File: config.mk
export PLATFORM = sky130hd
export DESIGN_NAME = atm_card_frontend_flat
export DESIGN_NICKNAME = d
export VERILOG_FILES = /design/src/rtl/atm_pkg.sv /design/src/rtl/atm_card_frontend_if.sv /design/src/rtl/atm_debounce.sv /design/src/rtl/atm_card_frontend.sv /design/src/flat_wrapper.sv
export SDC_FILE = /design/constraint.sdc
export NUM_CORES = 1
export LEC_CHECK = 0
export ABC_AREA = 1
export ABC_CLOCK_PERIOD_IN_PS = 2000
export BUFFER_PORTS_ARGS = -buffer_cell sky130_fd_sc_hd__buf_4
export CORE_ASPECT_RATIO = 0.9
export CORE_MARGIN = 3
export CORE_UTILIZATION = 45
export DETAILED_ROUTE_END_ITERATION = 16
export PLACE_DENSITY = 0.67
export SETUP_SLACK_MARGIN = 0.02
export SLEW_MARGIN = 20
export SYNTH_ARGS = -nofsm -noshare
export SYNTH_HDL_FRONTEND = slang
export SYNTH_SLANG_ARGS = --single-unit
File: constraint.sdc
create_clock -name clk -period 2 [get_ports clk]
set_clock_uncertainty 0.15 [all_clocks]
set_input_delay 0.3 -clock clk [delete_from_list [all_inputs] [get_ports clk]]
set_output_delay 0.3 -clock clk [all_outputs]
set_load 0.01 [all_outputs]
File: src/rtl/atm_pkg.sv
// rtl/atm_pkg.sv - shared types and constants for the ATM card/keypad front end
package atm_pkg;

  typedef enum logic [1:0] {
    ST_IDLE   = 2'd0,
    ST_READ   = 2'd1,
    ST_ACTIVE = 2'd2,
    ST_ERROR  = 2'd3
  } atm_state_t;

  localparam logic [1:0] ERR_NONE      = 2'd0;
  localparam logic [1:0] ERR_PARITY    = 2'd1;
  localparam logic [1:0] ERR_TIMEOUT   = 2'd2;
  localparam logic [1:0] ERR_SHORT_PIN = 2'd3;

  localparam logic [3:0] KEY_CLEAR = 4'hA;
  localparam logic [3:0] KEY_ENTER = 4'hB;

  // 8 data bits followed by one odd-parity bit
  localparam int FRAME_LEN = 9;

  function automatic logic is_digit(input logic [3:0] code);
    return code <= 4'd9;
  endfunction

endpackage

File: src/rtl/atm_card_frontend_if.sv
// rtl/atm_card_frontend_if.sv - card reader / keypad / session output bundle
interface atm_card_frontend_if #(parameter int PIN_DIGITS = 4);
  logic                    card_present;
  logic                    card_bit_valid;
  logic                    card_bit;
  logic                    key_valid;
  logic [3:0]              key_code;
  logic                    card_inserted;
  logic [7:0]              card_number;
  logic [4*PIN_DIGITS-1:0] pin_value;
  logic                    pin_ready;
  logic [1:0]              read_error;
  logic [2:0]              digit_count;

  // front end side
  modport slave (
    input  card_present, card_bit_valid, card_bit, key_valid, key_code,
    output card_inserted, card_number, pin_value, pin_ready, read_error, digit_count
  );

  // reader hardware / controller side
  modport master (
    output card_present, card_bit_valid, card_bit, key_valid, key_code,
    input  card_inserted, card_number, pin_value, pin_ready, read_error, digit_count
  );
endinterface

File: src/rtl/atm_debounce.sv
// rtl/atm_debounce.sv - level debouncer with registered rise/fall pulses
module atm_debounce #(
  parameter int CYCLES = 4
) (
  input  logic clk,
  input  logic rst_n,
  input  logic din,
  output logic level,
  output logic rise,
  output logic fall
);

  localparam int            CW   = (CYCLES > 1) ? $clog2(CYCLES) : 1;
  localparam logic [CW-1:0] LAST = CW'(CYCLES - 1);

  logic [CW-1:0] cnt;

  // count consecutive cycles that disagree with the accepted level; any agreement restarts
  always_ff @(posedge clk or negedge rst_n) begin
    if (!rst_n) begin
      level <= 1'b0;
      rise  <= 1'b0;
      fall  <= 1'b0;
      cnt   <= '0;
    end else begin
      rise <= 1'b0;
      fall <= 1'b0;
      if (din != level) begin
        if (cnt == LAST) begin
          level <= din;
          rise  <= din;
          fall  <= ~din;
          cnt   <= '0;
        end else begin
          cnt <= cnt + CW'(1);
        end
      end else begin
        cnt <= '0;
      end
    end
  end

endmodule

File: src/rtl/atm_card_frontend.sv
// rtl/atm_card_frontend.sv - card read, parity/timeout check and PIN collection
module atm_card_frontend
  import atm_pkg::*;
#(
  parameter int DEBOUNCE_CYCLES = 4,
  parameter int READ_TIMEOUT    = 64,
  parameter int PIN_DIGITS      = 4
) (
  input  logic                 clk,
  input  logic                 rst_n,
  atm_card_frontend_if.slave   bus
);

  localparam int            PW        = 4 * PIN_DIGITS;
  localparam int            TW        = $clog2(READ_TIMEOUT + 1);
  localparam logic [TW-1:0] TMO_LAST  = TW'(READ_TIMEOUT - 1);
  localparam logic [3:0]    BIT_LAST  = 4'(FRAME_LEN - 1);
  localparam logic [2:0]    DIGIT_MAX = 3'(PIN_DIGITS);

  atm_state_t           state;
  logic [FRAME_LEN-1:0] shreg;
  logic [FRAME_LEN-1:0] frame_next;
  logic [3:0]           bit_cnt;
  logic [TW-1:0]        tmo_cnt;
  logic                 pin_committed;
  logic                 card_inserted_q;
  logic [7:0]           card_number_q;
  logic [PW-1:0]        pin_value_q;
  logic                 pin_ready_q;
  logic [1:0]           read_error_q;
  logic [2:0]           digit_count_q;
  logic                 card_level;
  logic                 card_rise;
  logic                 card_fall;
  logic                 removal;

  atm_debounce #(.CYCLES(DEBOUNCE_CYCLES)) u_card_debounce (
    .clk   (clk),
    .rst_n (rst_n),
    .din   (bus.card_present),
    .level (card_level),
    .rise  (card_rise),
    .fall  (card_fall)
  );

  // LSB-first: each new bit enters at the top, so the first bit ends at [0]
  assign frame_next = {bus.card_bit, shreg[FRAME_LEN-1:1]};
  assign removal    = card_fall | ~card_level;

  // session FSM; removal is evaluated last so it overrides any same-cycle key or bit
  always_ff @(posedge clk or negedge rst_n) begin
    if (!rst_n) begin
      state           <= ST_IDLE;
      shreg           <= '0;
      bit_cnt         <= '0;
      tmo_cnt         <= '0;
      pin_committed   <= 1'b0;
      card_inserted_q <= 1'b0;
      card_number_q   <= '0;
      pin_value_q     <= '0;
      pin_ready_q     <= 1'b0;
      read_error_q    <= ERR_NONE;
      digit_count_q   <= '0;
    end else begin
      pin_ready_q <= 1'b0;
      case (state)
        ST_IDLE: begin
          if (card_rise) begin
            state         <= ST_READ;
            shreg         <= '0;
            bit_cnt       <= '0;
            tmo_cnt       <= '0;
            pin_committed <= 1'b0;
            read_error_q  <= ERR_NONE;
            digit_count_q <= '0;
            pin_value_q   <= '0;
          end
        end
        ST_READ: begin
          if (bus.card_bit_valid) begin
            shreg   <= frame_next;
            bit_cnt <= bit_cnt + 4'd1;
            tmo_cnt <= '0;
            if (bit_cnt == BIT_LAST) begin
              if (^frame_next) begin
                card_number_q   <= frame_next[7:0];
                card_inserted_q <= 1'b1;
                state           <= ST_ACTIVE;
              end else begin
                read_error_q <= ERR_PARITY;
                state        <= ST_ERROR;
              end
            end
          end else if (tmo_cnt == TMO_LAST) begin
            tmo_cnt      <= TMO_LAST + TW'(1);
            read_error_q <= ERR_TIMEOUT;
            state        <= ST_ERROR;
          end else begin
            tmo_cnt <= tmo_cnt + TW'(1);
          end
        end
        ST_ACTIVE: begin
          if (bus.key_valid) begin
            if (is_digit(bus.key_code)) begin
              if (digit_count_q < DIGIT_MAX) begin
                // a previously committed PIN is discarded by the first new digit
                pin_value_q   <= pin_committed ? PW'(bus.key_code)
                                               : {pin_value_q[PW-5:0], bus.key_code};
                pin_committed <= 1'b0;
                digit_count_q <= digit_count_q + 3'd1;
                read_error_q  <= ERR_NONE;
              end
            end else if (bus.key_code == KEY_CLEAR) begin
              pin_value_q   <= '0;
              digit_count_q <= '0;
              read_error_q  <= ERR_NONE;
              pin_committed <= 1'b0;
            end else if (bus.key_code == KEY_ENTER) begin
              if (digit_count_q == DIGIT_MAX) begin
                pin_ready_q   <= 1'b1;
                digit_count_q <= '0;
                pin_committed <= 1'b1;
              end else begin
                read_error_q  <= ERR_SHORT_PIN;
                pin_value_q   <= '0;
                digit_count_q <= '0;
              end
            end
          end
        end
        default: begin
        end
      endcase
      if (removal && state != ST_IDLE) begin
        state           <= ST_IDLE;
        card_inserted_q <= 1'b0;
        card_number_q   <= '0;
        pin_value_q     <= '0;
        digit_count_q   <= '0;
        pin_ready_q     <= 1'b0;
        pin_committed   <= 1'b0;
      end
    end
  end

  assign bus.card_inserted = card_inserted_q;
  assign bus.card_number   = card_number_q;
  assign bus.pin_value     = pin_value_q;
  assign bus.pin_ready     = pin_ready_q;
  assign bus.read_error    = read_error_q;
  assign bus.digit_count   = digit_count_q;

endmodule

File: src/flat_wrapper.sv
// flat-port wrapper written by rule: the top's interface ports become plain ports
module atm_card_frontend_flat import atm_pkg::*;
#(
  parameter int DEBOUNCE_CYCLES = 4,
  parameter int READ_TIMEOUT    = 64,
  parameter int PIN_DIGITS      = 4
)
  (clk, rst_n, bus_card_present, bus_card_bit_valid, bus_card_bit, bus_key_valid, bus_key_code, bus_card_inserted, bus_card_number, bus_pin_value, bus_pin_ready, bus_read_error, bus_digit_count);
  atm_card_frontend_if #(.PIN_DIGITS(PIN_DIGITS)) bus_i ();
  input  logic clk;
  input  logic rst_n;
  input wire logic [$bits(bus_i.card_present)-1:0] bus_card_present;
  input wire logic [$bits(bus_i.card_bit_valid)-1:0] bus_card_bit_valid;
  input wire logic [$bits(bus_i.card_bit)-1:0] bus_card_bit;
  input wire logic [$bits(bus_i.key_valid)-1:0] bus_key_valid;
  input wire logic [$bits(bus_i.key_code)-1:0] bus_key_code;
  output wire logic [$bits(bus_i.card_inserted)-1:0] bus_card_inserted;
  output wire logic [$bits(bus_i.card_number)-1:0] bus_card_number;
  output wire logic [$bits(bus_i.pin_value)-1:0] bus_pin_value;
  output wire logic [$bits(bus_i.pin_ready)-1:0] bus_pin_ready;
  output wire logic [$bits(bus_i.read_error)-1:0] bus_read_error;
  output wire logic [$bits(bus_i.digit_count)-1:0] bus_digit_count;
  assign bus_i.card_present = bus_card_present;
  assign bus_i.card_bit_valid = bus_card_bit_valid;
  assign bus_i.card_bit = bus_card_bit;
  assign bus_i.key_valid = bus_key_valid;
  assign bus_i.key_code = bus_key_code;
  assign bus_card_inserted = bus_i.card_inserted;
  assign bus_card_number = bus_i.card_number;
  assign bus_pin_value = bus_i.pin_value;
  assign bus_pin_ready = bus_i.pin_ready;
  assign bus_read_error = bus_i.read_error;
  assign bus_digit_count = bus_i.digit_count;
  atm_card_frontend #(.DEBOUNCE_CYCLES(DEBOUNCE_CYCLES), .READ_TIMEOUT(READ_TIMEOUT), .PIN_DIGITS(PIN_DIGITS)) u_core (.clk(clk), .rst_n(rst_n), .bus(bus_i));
endmodule
==> summary.md <==
| Metric | Value |
|---|---|
| Die width | 92.0 microns |
| CP required | 2.13 ns |
| Tcrit/Tclk final | 94.3% |
| Syn_nets | 374 |
| Rows | 27 |
| Fmax | 530 MHz |
| CTS buffer count | 9 |
| Synth top area cells | dfrtp_1, nand2_1, o21ai_2, ha_1, inv_1 |
| Drt first pass iters | 4 |
| Total grt overflow | 0 |
| Syn Std Cell Area | 2990 sq um |
| Worst-skew pair later-pin latency | 0.34 ns |
| # IOs | 41 |
| Total GRT Usage | 17.2% |
| Register area | 1450 sq um |
| Startpoint Class | register |
| Commonest non-fill, non-tap cell in the layout | nand2_1 |
| Maxcap violations | 0 |
| Die area | 7670 sq um |
| Final cell count without fillers | 510 |
| Max FO, Critical Path | 10 |
| Status | finished, final reports clean |
| Synth area leader | dfrtp_1 |
| PortBufs | 40 |
| Synth cell types | 35 |
| Area grow syn2layout | 27.2% |
| Placed cell area | 3440 sq um |
| Placed cell count | 486 |
| Initial core utilization | 47.7% |
| DR iter-0 viols | 112 |
| DRT Wirelength | 6360 microns |
| Maximum VDD drop | 0.968 mV |
| Htree depth | 3 |
| Cells after Synth | 354 |
| Max Buffers Root-to-Sink | 2 |
| Synth Register Bits | 58 |
| Synth Warn # | 0 |
| Final setup vio count | 0 |
| Fill cells | 573 |
| Vias in the first global route | 2350 |
| Initial antenna violation count | 0 |
| Final Util | 60.6% |
| Die height | 83.4 microns |
| Hold Path Class | in2reg |
| Crit Path Category | reg2reg |
| Avg Inst Size Synth | 8.46 sq um |
| Vias | 2524 |
| Leak Pwr | 1.90 nW |
| Layout Nets | 438 |
| Final Cell Area | 3810 sq um |
| Worst-margin pin slew | 0.710 ns |
| PwrDens | 1380 nW/um^2 |
| Kind of end point of the critical path | register |
| Final slew viol count | 0 |
| Share of the synthesized area in the top cell type | 48.5% |
| Multi-input gate area | 1390 sq um |
| Final ANT Viol Nets | 0 |
| Routability Congestion | 0.811 |
| Vias per inst | 4.95 |
| Average wire per standard cell | 12.5 microns |
| Antenna diodes | 0 |
| Final Power | 5.26 mW |
| Layout cells sized above 1 | 27.9% |
| Core box area | 6280 sq um |
| Rel. slew slack | 52.7% |
| Setup TNS | 0 ns |
| Final hold violation count | 0 |
| HPWL after detailed placement | 4520 microns |
| First-pass GRT wire length | 10600 microns |
| Sink Count | 58 |
| CTS tree | done |
| CP arrival | 2.01 ns |
| Clk root buf | clkbuf_8 |
| Fin crit period | 1.89 ns |
| Worst-path clk slew | 0.08 ns |
| Register area share after synthesis | 48.5% |
| DRC viols | 0 |
| Most frequent cells in the layout | nand2_1, dfrtp_1, buf_4 |
| Largest net degree at the start of global routing | 59 |
-- flip-flops by register name, indices dropped and copies added, names as in the netlist --
signal and cells:
u_core.u_card_debounce.level 1, u_core.pin_committed 1, u_core.bus.read_error 2, u_core.shreg 8, u_core.bus.pin_value 16, u_core.bit_cnt 4
u_core.u_card_debounce.cnt 2, u_core.u_card_debounce.fall 1, u_core.bus.card_inserted 1, u_core.u_card_debounce.rise 1, u_core.bus.card_number 8, u_core.bus.digit_count 3
u_core.tmo_cnt 7, u_core.bus.pin_ready 1, u_core.state 2
-- routing by layer --
layer / GRT usage [%] / up-vias / routed length (microns)
met1: 21.8 / 1174 / 2930
met5: 0 / - / 0
li1: - / 1295 / -
met3: 5.16 / 6 / 277
met4: 7.15 / 0 / 42
met2: 27.3 / 49 / 3120
-- cells in the mapped netlist, drive strengths merged --
cell type    n
a21oi       10
a22o         1
a31oi        1
and3         1
buf          7
clkbuf       1
dfrtp       58
ha          10
inv         36
nand2      111
nand3       23
nand4       10
nor2        28
nor3         6
nor3b        3
o21ai       35
o22ai        9
or2          2
xnor2        1
xor2         1
-- critical path, cell delays in order (launching register included) --
cell and delay, ns:
dfrtp_1 0.41, inv_2 0.09, ha_2 0.18, inv_2 0.05, or2_4 0.25, o21ai_4 0.07, a21oi_2 0.05, nand2_2 0.08
nand2_4 0.07, nand2_4 0.12, clkbuf_16 0.18, nand2_1 0.07, o21ai_2 0.05
-- what timing repair did --
action / in CTS / in global routing
hold buffers: 2 / 0
endpoints found under the setup margin: 0 / 41
resized for setup: 0 / 18
setup buffers: 0 / 5
endpoints found under the hold margin: 59 / 0
-- cell families after synthesis --
family | share of synthesized area (%)
fa+ha+maj | 4.18
simple gates | 27.0
buf+inv | 7.06
compound gates | 12.7
flops | 48.5
xor+xnor | 0.585
-- final timing paths --
check	slack, ns	cells after the start	end	from
worst max register to register	0.11	12	u_core.bus.pin_value[10]	u_core.state[1]
worst min register to register	0.29	1	u_core.u_card_debounce.cnt[0]	u_core.u_card_debounce.cnt[0]
min in group asynchronous	0.40	2	u_core.u_card_debounce.level	rst_n
worst min-delay path	0.09	3	u_core.bus.pin_value[0]	bus_key_code[0]
max in group asynchronous	0.82	2	u_core.tmo_cnt[6]	rst_n
worst max-delay path	0.11	12	u_core.bus.pin_value[10]	u_core.state[1]
-- layout make-up --
| type | count | area share (%) |
|---|---|---|
| Sequential cell | 58 | 38.1 |
| Multi-Input combinational cell | 252 | 36.4 |
| Timing Repair Buffer | 61 | 13.1 |
| Inverter | 36 | 3.61 |
| Clock buffer | 9 | 3.25 |
| Tap cell | 87 | 2.86 |
| Clock inverter | 7 | 2.66 |
-- report_power, final --
part | switching, mW | internal (mW)
sequential | 0.145 | 1.36
clock | 0.498 | 0.711
combinational | 1.55 | 1.00
total | 2.19 | 3.07
-- per-stage QoR --
| stage | hold WS, ns | setup slack (ns) |
|---|---|---|
| floorplan | -0.146 | 0.112 |
| global placement | 0.255 | 0.0873 |
| detailed placement | 0.256 | 0.0400 |
| CTS | 0.0644 | 0.0229 |
| global route | 0.0669 | -0.0392 |
| finish | 0.0877 | 0.115 |
Power figures use the tool's default switching activity.
